===== config.mk =====
export PLATFORM = sky130hd
export DESIGN_NAME = em604_multiplicador
export DESIGN_NICKNAME = d
export VERILOG_FILES = /design/src/rtl/em604_multiplicador.sv
export SDC_FILE = /design/constraint.sdc
export NUM_CORES = 1
export LEC_CHECK = 0
export CAP_MARGIN = 20
export CORE_AREA = 2 2 66 68
export DETAILED_ROUTE_END_ITERATION = 8
export DIE_AREA = 0 0 68 70
export PLACE_DENSITY = 0.79
export REMOVE_ABC_BUFFERS = 1
export SYNTH_ARGS = -nofsm -noshare
export SYNTH_HDL_FRONTEND = slang
export SYNTH_SLANG_ARGS = --single-unit

===== constraint.sdc =====
create_clock -name clk -period 1.8 [get_ports clk]
set_input_delay 0.54 -clock clk [delete_from_list [all_inputs] [get_ports clk]]
set_output_delay 0.54 -clock clk [all_outputs]
set_load 0.01 [all_outputs]

===== src/rtl/em604_multiplicador.sv =====
`default_nettype none
// +--------------------------------------------------------------------------+
// | Module      : em604_multiplicador                                        |
// | Description : Sequential shift-and-add multiplier, companion of the      |
// |               EM604 restoring divider. Shares its load/start/done        |
// |               handshake so one controller can drive both blocks.         |
// |               One SOMA/DESLOCA cycle pair per multiplier bit gives a     |
// |               2*WIDTH-bit product.                                       |
// | Parameters  : WIDTH     operand width (product is 2*WIDTH bits)          |
// | Ports       : clk       rising-edge clock                                |
// |               rst       asynchronous active-high reset                   |
// |               A, B      multiplicand / multiplier operands               |
// |               loadA/B   latch A/B (only when idle: INICIO or FIM)        |
// |               ini_mult  start request, level-sampled                     |
// |               P         product / working accumulator                    |
// |               fim_mult  done, high while in FIM                          |
// |               busy      high in SOMA, DESLOCA, CORRIGE                   |
// | Options     : EM604_MULT_SIGNED_EN  two's-complement operands; adds a    |
// |               CORRIGE cycle that negates the product when needed.        |
// | Revision    : 1.0  initial release                                       |
// +--------------------------------------------------------------------------+
module em604_multiplicador #(
   parameter int WIDTH = 8
) (
   input  logic                 clk,
   input  logic                 rst,
   input  logic [WIDTH-1:0]     A,
   input  logic [WIDTH-1:0]     B,
   input  logic                 loadA,
   input  logic                 loadB,
   input  logic                 ini_mult,
   output logic [2*WIDTH-1:0]   P,
   output logic                 fim_mult,
   output logic                 busy
);

   localparam int CW = (WIDTH > 1) ? $clog2(WIDTH) : 1;
   localparam logic [CW-1:0] c_last    = CW'(WIDTH - 1);
   localparam logic [CW-1:0] c_cnt_one = CW'(1);

   typedef enum logic [2:0] {
      INICIO  = 3'd0,
      SOMA    = 3'd1,
      DESLOCA = 3'd2,
      FIM     = 3'd3,
      CORRIGE = 3'd4
   } state_t;

   state_t               r_state;
   state_t               w_next;
   logic [WIDTH-1:0]     r_reg_a;
   logic [WIDTH-1:0]     r_reg_b;
   logic [2*WIDTH-1:0]   r_p;
   logic                 r_carry;
   logic [CW-1:0]        r_count;
   logic                 w_idle;
   logic [WIDTH-1:0]     w_b_op;
   logic [WIDTH-1:0]     w_mcand;
   logic [WIDTH-1:0]     w_mplier;
   logic [WIDTH:0]       w_sum;

   assign w_idle = (r_state == INICIO) || (r_state == FIM);
   // Multiplier operand bypasses from B when loaded on the start edge itself.
   assign w_b_op = loadB ? B : r_reg_b;

`ifdef EM604_MULT_SIGNED_EN
   localparam logic [WIDTH-1:0]   c_one_w = WIDTH'(1);
   localparam logic [2*WIDTH-1:0] c_one_p = (2*WIDTH)'(1);
   logic                 r_neg;
   logic [WIDTH-1:0]     w_a_op;

   assign w_a_op   = loadA ? A : r_reg_a;
   // Magnitudes as W-bit unsigned; the most negative value maps onto 2^(W-1).
   assign w_mplier = w_b_op[WIDTH-1]  ? (~w_b_op + c_one_w)  : w_b_op;
   assign w_mcand  = r_reg_a[WIDTH-1] ? (~r_reg_a + c_one_w) : r_reg_a;
`else
   assign w_mplier = w_b_op;
   assign w_mcand  = r_reg_a;
`endif

   // W+1-bit add of the upper half; the extra bit becomes the shift-in carry.
   assign w_sum = {1'b0, r_p[2*WIDTH-1:WIDTH]} + {1'b0, w_mcand};

   // State register
   always_ff @(posedge clk or posedge rst) begin
      if (rst) begin
         r_state <= INICIO;
      end else begin
         r_state <= w_next;
      end
   end

   // Next-state and status decode
   always_comb begin
      w_next   = r_state;
      fim_mult = 1'b0;
      busy     = 1'b0;
      case (r_state)
         INICIO: begin
            if (ini_mult) w_next = SOMA;
         end
         SOMA: begin
            busy   = 1'b1;
            w_next = DESLOCA;
         end
         DESLOCA: begin
            busy = 1'b1;
            if (r_count == c_last) begin
`ifdef EM604_MULT_SIGNED_EN
               w_next = CORRIGE;
`else
               w_next = FIM;
`endif
            end else begin
               w_next = SOMA;
            end
         end
         FIM: begin
            fim_mult = 1'b1;
            if (ini_mult) w_next = SOMA;
         end
         CORRIGE: begin
            busy   = 1'b1;
            w_next = FIM;
         end
         default: w_next = INICIO;
      endcase
   end

   // Datapath
   always_ff @(posedge clk or posedge rst) begin
      if (rst) begin
         r_reg_a <= '0;
         r_reg_b <= '0;
         r_p     <= '0;
         r_carry <= 1'b0;
         r_count <= '0;
`ifdef EM604_MULT_SIGNED_EN
         r_neg   <= 1'b0;
`endif
      end else begin
         // Operand loads are only honoured while idle.
         if (w_idle) begin
            if (loadA) r_reg_a <= A;
            if (loadB) r_reg_b <= B;
         end
         case (r_state)
            INICIO, FIM: begin
               if (ini_mult) begin
                  r_p     <= {{WIDTH{1'b0}}, w_mplier};
                  r_count <= '0;
                  r_carry <= 1'b0;
`ifdef EM604_MULT_SIGNED_EN
                  r_neg   <= w_a_op[WIDTH-1] ^ w_b_op[WIDTH-1];
`endif
               end
            end
            SOMA: begin
               if (r_p[0]) begin
                  {r_carry, r_p[2*WIDTH-1:WIDTH]} <= w_sum;
               end else begin
                  r_carry <= 1'b0;
               end
            end
            DESLOCA: begin
               r_p     <= {r_carry, r_p[2*WIDTH-1:1]};
               r_count <= r_count + c_cnt_one;
            end
            CORRIGE: begin
`ifdef EM604_MULT_SIGNED_EN
               if (r_neg) r_p <= ~r_p + c_one_p;
`endif
            end
            default: ;
         endcase
      end
   end

   assign P = r_p;

endmodule
`default_nettype wire


Yosys cells after proc, flatten, opt, wreduce, memory -nomap -nowiden
Cells that the tools add are included.
Operators by class
  muxes and demuxes: 15
  eq/ne operators: 7
  reduce and logical (&&, ||, !) cells: 11
  add/subtract/negate cells: 2
Operators by type and width (number)
  case mux 8 bit (3 select lines): 1
  two-way mux 16 bit: 1
  two-way mux 8 bit: 2
  case mux 8 bit (2 select lines): 1
  case mux 3 bit (4 select lines): 1
  adder 8 x 8 -> 9 bit: 1
  equality test 3 x 2 -> 1 bit (second input constant): 2
  equality test 3 bit (second input constant): 2
  two-way mux 3 bit: 2
  case mux 3 bit (2 select lines): 1
  AND reduction 2 bit: 3
  two-way mux 1 bit: 4
  nonzero test 2 bit: 2
  adder 3 x 1 -> 3 bit (second input constant): 1
  equality test 3 x 1 -> 1 bit (second input constant): 1
  logical NOT 3 bit: 1
  AND reduction 3 bit: 1
  nonzero test 3 bit: 1
  OR reduction 3 bit: 1
  two-way mux 2 bit: 1
  inequality test 2 x 1 -> 1 bit (second input constant): 1
  inequality test 2 bit (second input constant): 1
  case mux 1 bit (2 select lines): 1
  OR reduction 2 bit: 1
  logical OR 1 bit: 1
Storage, ports and cells
  register bits after elaboration: 39

Depth between registers and ports, before layout
Gate-level depths: netlist (run 1).
  depth after elaboration: 4
  mapped depth: 8

Worst setup path before layout (run 1)
Ideal clock, no wire load.
  kind: reg-to-reg
  from: register r_p[8], in the netlist P[8]
  to: register r_p[14], in the netlist P[14]
  clock period less this slack: 1.732 ns
  slack: 0.068 ns
  cell stages (with the launch flop): 9
  arrival time: 1.605 ns
  required time: 1.673 ns
  buffers on the path: 0
  cells stage by stage: dfrtp_1 -> ha_1 -> inv_1 -> fa_1 -> nor2b_1 -> nor3_1 -> o21ai_2 -> xnor2_1 -> o21ai_1
Between the ends
  longest elaborated chain between the ends: 3
RTL lines
  start: declaration: RTL line 53  | logic [2*WIDTH-1:0] r_p;
  start signal: assignment: RTL line 150  | r_p <= {{WIDTH{1'b0}}, w_mplier};
  start signal: indexed assignment: RTL line 160  | {r_carry, r_p[2*WIDTH-1:WIDTH]} <= w_sum;
  start signal: assignment: RTL line 166  | r_p <= {r_carry, r_p[2*WIDTH-1:1]};
  adder 8 x 8 -> 9 bit: RTL line 82  | assign w_sum = {1'b0, r_p[2*WIDTH-1:WIDTH]} + {1'b0, w_mcand};
  two-way mux 8 bit: RTL line 159  | if (r_p[0]) begin
  case mux 8 bit (3 select lines): RTL line 147  | case (r_state)
Every way passes these cells. The select of a mux whose other input is x is not followed.
A chain may end at the register's enable or synchronous reset.

Worst setup path after layout (run 1)
  from: register r_p[3], in the netlist P[3]
  to: output P[3]
RTL lines
  end: declaration: RTL line 32  | output logic [2*WIDTH-1:0] P,
No word-level cell between the ends.

==> impl_summary.md, run 1 <==
Clock network
The clock tree synthesis step divided the H-tree into 2 levels. The number of buffers created by CTS is 5. At the later pin of the worst-skew pair, clock insertion delay measures 0.30 ns. TritonCTS built the clock tree.

The clock root buffer is clkbuf_8. Clock-pin slew was measured on the worst setup and hold paths at 0.08 ns. The number of sinks handled by clock tree synthesis is 38.

No sink is reached through more buffers than the 2 on the longest clock path.

Synth
The proportion of synthesized chip area in sequential cells is 46.14%. Yosys mapped a number of flops with a built-in enable equal to 0. Yosys instantiated no cell more often than dfrtp_1.

The register bit total from synthesis is 38. By count the netlist is led by dfrtp_1, nand2_1, o21ai_0, mux2_2. The share of the synthesized netlist area taken by xor and xnor gates is 2.550%. For this run, the number of Yosys warnings is 0. Of the total synthesized cell area, the portion taken by full adders, half adders and majority gates is 9.472%. The netlist area before placement is 2061 um2. The mux share of post-synthesis cell area is 12.63%. The average instance area after synthesis is 10.73 um2. dfrtp_1 takes more of the synthesized area than any other cell. For this run, the leading register cell type out of synthesis is dfrtp_1. Synthesis produced 192 cells. The synthesized netlist devotes 17.12% of its cell area to compound gates. By area the synthesized netlist is led by dfrtp_1, mux2_2, ha_1.

After Yosys synthesis, and, or, nand and nor cells account for 8.075% of the synthesized area. The synthesized netlist contains 33 unique library cells. Counting flops with an async set or reset pin after synthesis yields a share of 100.0%. The fraction of post-synthesis cell area in the top cell type by area is 46.14%. The dominant combinational cell family by area after synthesis is compound AO/OA/AOI/OAI gates.

Setup path
The longest individual stage delay on the worst path is 0.54 ns. The critical path goes through clkdlybuf4s50_1. STA puts the critical path data required time at 1.26 ns. The category of cells accounting for the largest share of critical-path delay is buffers and inverters. The startpoint of the worst setup timing path is P[3]. The buffers plus inverters on the worst setup path is 1. In this run the worst path has a maximum fanout of 3. STA puts the critical path data arrival time at 1.22 ns. The classification of the worst setup path is reg -> out. The source of the worst register-to-register timing path is P[9]. On the critical path, the stage with the largest delay is an instance of clkdlybuf4s50_1. The worst setup path is launched from a register.

STA classifies the critical path endpoint as a primary output.

Layout
The non-filler instance count after layout is 303. The layout cell share with drive strength beyond 1 is 25.10%. For this run, the share of the core covered by cells in the final layout is 66.91%. Once layout is done, the placed cells without fillers occupy 2773 um2. For this run, the post-layout net count is 286. The layout overhead on the synthesized area is 34.55%. The repair_antennas step left the layout with diodes totalling 0.

Floorplan
In this run the standard cell core region covers 4144 um2. Row generation in the floorplan step produced 24 rows. The floorplan step set the die height to 70 um.

The die is 68 um wide. The die area is 4760 um2. The effective utilization at floorplan is 49.73%.

For this design the top-level I/O count stands at 39.

Timing
Setup repair after global routing could not meet its margin everywhere. The slew at the pin closest to its max-slew limit is 0.4227 ns. The number of max-slew violations in the final report was 0.

Timing would allow up to 566.8 MHz. Of the available clock period, the critical path in the final layout requires 98.02%. Setup violations remaining at the end of the flow were counted as 0. The normalized max-slew margin is 71.72%. For the final routed database, the setup TNS stands at 0 ns.

The number of hold-slack violations in the final timing report was 0. The post-route clock skew is 0.01211 ns. The routed design could run at a clock period as short as 1.764 ns.

Placement
The weighted congestion reported at the end of routability-driven placement is 0.7890. Port buffering added 38 buffers. The placed standard-cell area is 2595 um2.

The wire-length estimate of the detail-placed layout is 3.055 mm. The number of placed instances, taps included, is 290.

Detailed routing
The DRC violation total after the first TritonRoute iteration is 82. The routed wire length is 4.485 mm. The via count of the routed design is 1634. After detailed routing, the number of remaining DRC violations is 0. In the routed layout, each cell is associated on average with a via count of 5.393. The detail route stage leaves a number of antenna-violating nets equal to 0. The detailed-route wire length per cell is 14.80 um. The first detailed-routing pass took 4 iterations.

Global routing
The maximum number of pins on one net before global-route repair is 39. The global-route wire length before repair is 7.300 mm. Global routing used 20.50% of the available tracks. The initial antenna violation count is 0. The via count of the first global-routing pass is 1590. After global routing the overflow that remains totals 0.

Hold path
In this run the worst hold path is classified as reg -> reg. In this run the most critical hold path is launched from r_reg_b[4].

Power
The maximum ir drop on the vdd rail is 0.8310 mV. The leakage component of the power is 1.330 nW. Power spread over the standard cell area amounts to 1754 nW/um2.

Job
The max-cap violation count is 0.

Outcome
The flow ran to the end, and the final reports show no timing, DRC or antenna violations.
[layout by cell type, fill, tap and decap left out, types with 2 or more instances in the layout]
| cell | netlist | final |
|---|---|---|
| nand2b_1 | 2 | 2 |
| xor2_1 | 3 | 3 |
| dlymetal6s2s_1 | 0 | 5 |
| dlygate4sd2_1 | 0 | 3 |
| clkbuf_8 | 0 | 6 |
| a21oi_1 | 14 | 14 |
| xnor2_1 | 3 | 3 |
| o21ai_1 | 6 | 6 |
| o21ai_2 | 2 | 2 |
| a22oi_1 | 9 | 9 |
| mux2i_1 | 8 | 8 |
| nand2_1 | 18 | 18 |
| o21ai_0 | 17 | 16 |
| ha_1 | 14 | 13 |
| buf_4 | 3 | 18 |
| dfrtp_1 | 38 | 37 |
| mux2_2 | 16 | 16 |
| clkdlybuf4s50_1 | 0 | 28 |
| a32o_1 | 2 | 2 |
| buf_12 | 0 | 2 |
| nor2_1 | 10 | 10 |
| inv_1 | 9 | 8 |
[repair_timing]
item	in CTS	in global routing
hold buffers	0	0
setup buffers	5	0
setup endpoints to repair	9	20
pin swaps	0	3
gates resized for setup	9	17
[final timing paths]
check / end / slack, ns / depth (start not counted)
max reg2reg: P[13] / 0.08 / 6
min: r_reg_b[4] / 0.51 / 1
min in group asynchronous: P[2] / 0.60 / 3
max: P[3] / 0.04 / 1
min reg2reg: r_reg_b[4] / 0.51 / 1
max in group asynchronous: r_reg_a[1] / 1.00 / 3
[cell type report]
cell class / instances / area, um2
well taps: 52 / 65.06
clock buffers: 6 / 82.58
clock inverters: 2 / 12.51
multi-input cells: 138 / 1066
fillers: 314 / 1371
repair buffers: 58 / 560.5
inverters: 9 / 33.78
flip-flops and latches: 38 / 952.2
[power breakdown]
group / internal [W] / leakage [nW] / switching, W / total [W]
clock network: 0.000308 / 0.0472 / 0.000319 / 0.000627
registers: 0.00124 / 0.472 / 0.000226 / 0.00146
logic: 0.00137 / 0.811 / 0.00140 / 0.00277
[kinds of logic (layout without fill, tap and decap cells)]
| logic type | Yosys count | after routing |
|---|---|---|
| AOI/OAI and AO/OA | 56 | 56 |
| xor gates and xnor gates | 6 | 6 |
| adders and majority gates | 15 | 15 |
| buffers and inverters | 16 | 75 |
| DFF | 38 | 38 |
| muxes | 24 | 24 |
| and+or+nand+nor | 37 | 37 |
[metrics by stage]
step | hold WS, ns | total power, W | worst slack [ns]
floorplan | 0.4632 | 0.003058 | 0.06834
global placement | 0.4789 | 0.003986 | -0.005535
detailed placement | 0.4918 | 0.004080 | -0.02893
CTS | 0.5092 | 0.004744 | 0.01153
global route | 0.5246 | 0.005234 | -0.01878
finish | 0.5073 | 0.004863 | 0.03564
[metal layers]
metal,global-route usage (%),share of wire [%]
met2,33.01,52
met3,4.670,3.5
met5,0,0
met4,9.778,3.0
met1,25.54,41
[flip-flops by register name, indices dropped and copies added (netlist names)]
| register | count |
|---|---|
| P | 16 |
| r_carry | 1 |
| r_count | 3 |
| r_reg_a | 8 |
| r_state | 2 |
| r_reg_b | 8 |
Power figures use the tool's default switching activity.
==> run 2, diff against run 1 <==
- CELL_PAD_IN_SITES_DETAIL_PLACEMENT: default -> 0
- CELL_PAD_IN_SITES_GLOBAL_PLACEMENT: default -> 1
- CORE_AREA: 2 2 66 68 -> 2 2 75 77
- DIE_AREA: 0 0 68 70 -> 0 0 77 79
- PLACE_DENSITY: 0.79 -> default
- PLACE_DENSITY_LB_ADDON: default -> 0.1
- SETUP_SLACK_MARGIN: default -> 0.4
==> impl_summary.md, run 2 (synthesized netlist as in run 1, its figures left out) <==
Timing
The number of hold-slack violations in the final timing report came to 0. The post-route clock skew is 0.008214 ns. The post-route minimum period is 1.703 ns. The number of max-slew violations in the final report came to 0.

Setup repair after global routing could not meet its margin everywhere. The number of endpoints failing setup at the final stage is 0. The final critical-path setup slack is 0.09687 ns.

Dividing the final minimum period by the clock period gives 94.62%. For the pin with the worst max-slew slack, the measured transition is 0.2580 ns. Based on the critical path, the design can be clocked at up to 587.2 MHz. Measured against its own limit, the worst slew margin works out to 82.80%.

Detailed routing
The routed wire length is 5.298 mm. After detailed routing, the number of remaining DRC violations is 0. The count of nets left with antenna violations once routing finished came out at 0. The first TritonRoute pass finished after 4 iterations. After detailed routing, the average wire length per cell comes to 15.01 um. In the routed layout, each cell is associated on average with a via count of 5.051. After the first detailed-routing iteration, the DRC count stood at 60. The final route contains 1783 vias.

Layout
Measured on the finished design, the core utilization comes to 62.26%. The sequential cell area is 952.2 um2. Excluding fillers, the count of instances in the completed layout stands at 353. The multi-input combinational cells in the finished layout cover a total of 1254 um2. The register with the most flip-flops in the layout has 16 of them. Leaving out fill and tap cells, the most frequent cell in the layout is dfrtp_1. Once layout is done, the placed cells without fillers occupy 3323 um2.

The top cell types in the final layout, fill and taps aside, are dfrtp_1, buf_6, buf_4. The filler cells instantiated in the layout total 464. The layout overhead on the synthesized area is 61.26%. 0 antenna diodes ended up in the layout. The final net count is 317. In the final layout, the share of cells above drive strength 1 is 48.75%.

Setup path
Of all nets on the critical path, the largest fanout is 2. The endpoint type of the worst setup path is a primary output. The worst endpoint data arrival time is 1.16 ns. The required time of the critical path is 1.26 ns.

The setup path with the least slack is of type reg -> out. The category of the worst setup path launch point is a register.

Floorplan
The I/O pin count is 39. The placeable core region is 5338 um2. Once the floorplan was initialized, standard cells occupied 38.61% of the core.

The die extent in y is 79 um. The floorplan has 27 rows. Measured along the x axis, the die boundary spans 77 um. The die area is 6083 um2.

Power
The maximum ir drop on the vdd rail is 0.8974 mV. The analysis attributes to cell leakage a power of 1.531 nW. Dividing total power by cell area gives a power density of 2003 nW/um2.

Global routing
The initial antenna violation count is 0. The global-route wire length before repair is 8.542 mm. Entering global routing, the biggest net connects 39 pins.

The total grt overflow is 0. The via count of the first global-routing pass was 1790. The aggregate global-route resource usage is 17.59%.

Clock network
Counting along the longest clock path gives a buffer depth of 2. The number of sinks handled by clock tree synthesis is 38. The insertion delay of the later-clocked pin in the worst-skew pair is 0.29 ns. Clock tree synthesis inserted a total of 5 buffers. TritonCTS built the clock tree. The clock-pin transition on the worst setup and hold timing paths is 0.07 ns. The clock root buffer is clkbuf_8.

The number of H-tree branching levels is 2.

Outcome
The flow ran to the end, and the final reports show no timing, DRC or antenna violations.

Placement
In this run the tool buffered the top-level ports with 38 buffer cells. After detailed placement, the total cell area comes to 2628 um2. The wire-length estimate of the detail-placed layout is 3.228 mm.

The worst setup slack before clock tree synthesis is -0.08212 ns. The weighted congestion reported at the end of routability-driven placement is 0.7682. The number of cells in the design after placement is 311.

Hold path
In this run the worst hold path is classified as reg -> reg.

Job
Across the run, the number of max-cap violations was 0.
==> run 2: worst paths after layout <==
check / depth (start not counted) / startpoint / slack [ns] / end
max in group asynchronous: 3 / rst / 1.00 / P[9]
min reg2reg: 1 / r_count[0] / 0.50 / r_count[0]
min: 1 / r_count[0] / 0.50 / r_count[0]
min in group asynchronous: 3 / rst / 0.60 / r_count[0]
max reg2reg: 8 / P[8] / 0.1 / P[14]
max: 4 / r_state[0] / 0.1 / busy
==> run 2: critical path, cell delays in order (launching register included) <==
cell and delay [ns]:
dfrtp_1 0.39, inv_2 0.06, ha_4 0.29, inv_4 0.04
buf_6 0.11
==> run 2: cell type report <==
type	instances	area share, %
inverter	9	1.092
multi-input combinational	138	37.73
tap	72	2.711
timing repair buffer	89	27.52
sequential	38	28.65
clock buffer	7	2.297
==> run 2: power breakdown <==
| group | switching, W | internal [W] |
|---|---|---|
| registers | 0.000262 | 0.00124 |
| logic | 0.00200 | 0.00261 |
| clock network | 0.000285 | 0.000267 |
==> run 2: what timing repair did <==
item / CTS / global route
endpoints found under the setup margin: 56 / 46
setup buffers: 22 / 10
cloned: 2 / 1
gates resized for setup: 112 / 55
endpoints found under the hold margin: 0 / 0
pin swaps: 8 / 20
hold buffers: 0 / 0
==> run 2: per-stage QoR <==
step	power, W	setup TNS, ns	hold WS (ns)
floorplan	0.003058	0	0.4632
finish	0.006658	0	0.5018
CTS	0.005593	0	0.5009
detailed placement	0.004133	-0.5988	0.4912
global placement	0.004057	-0.2499	0.4767
global route	0.007147	0	0.5276
==> run 2: metal layers <==
layer,track usage (%),part of all wire [%],up-vias,routed length [um]
li1,-,-,859,-
met1,22.43,43,886,2281
met2,30.88,52,30,2779
met3,3.295,2.9,8,152
met4,4.643,1.6,0,84
met5,0,0,-,0
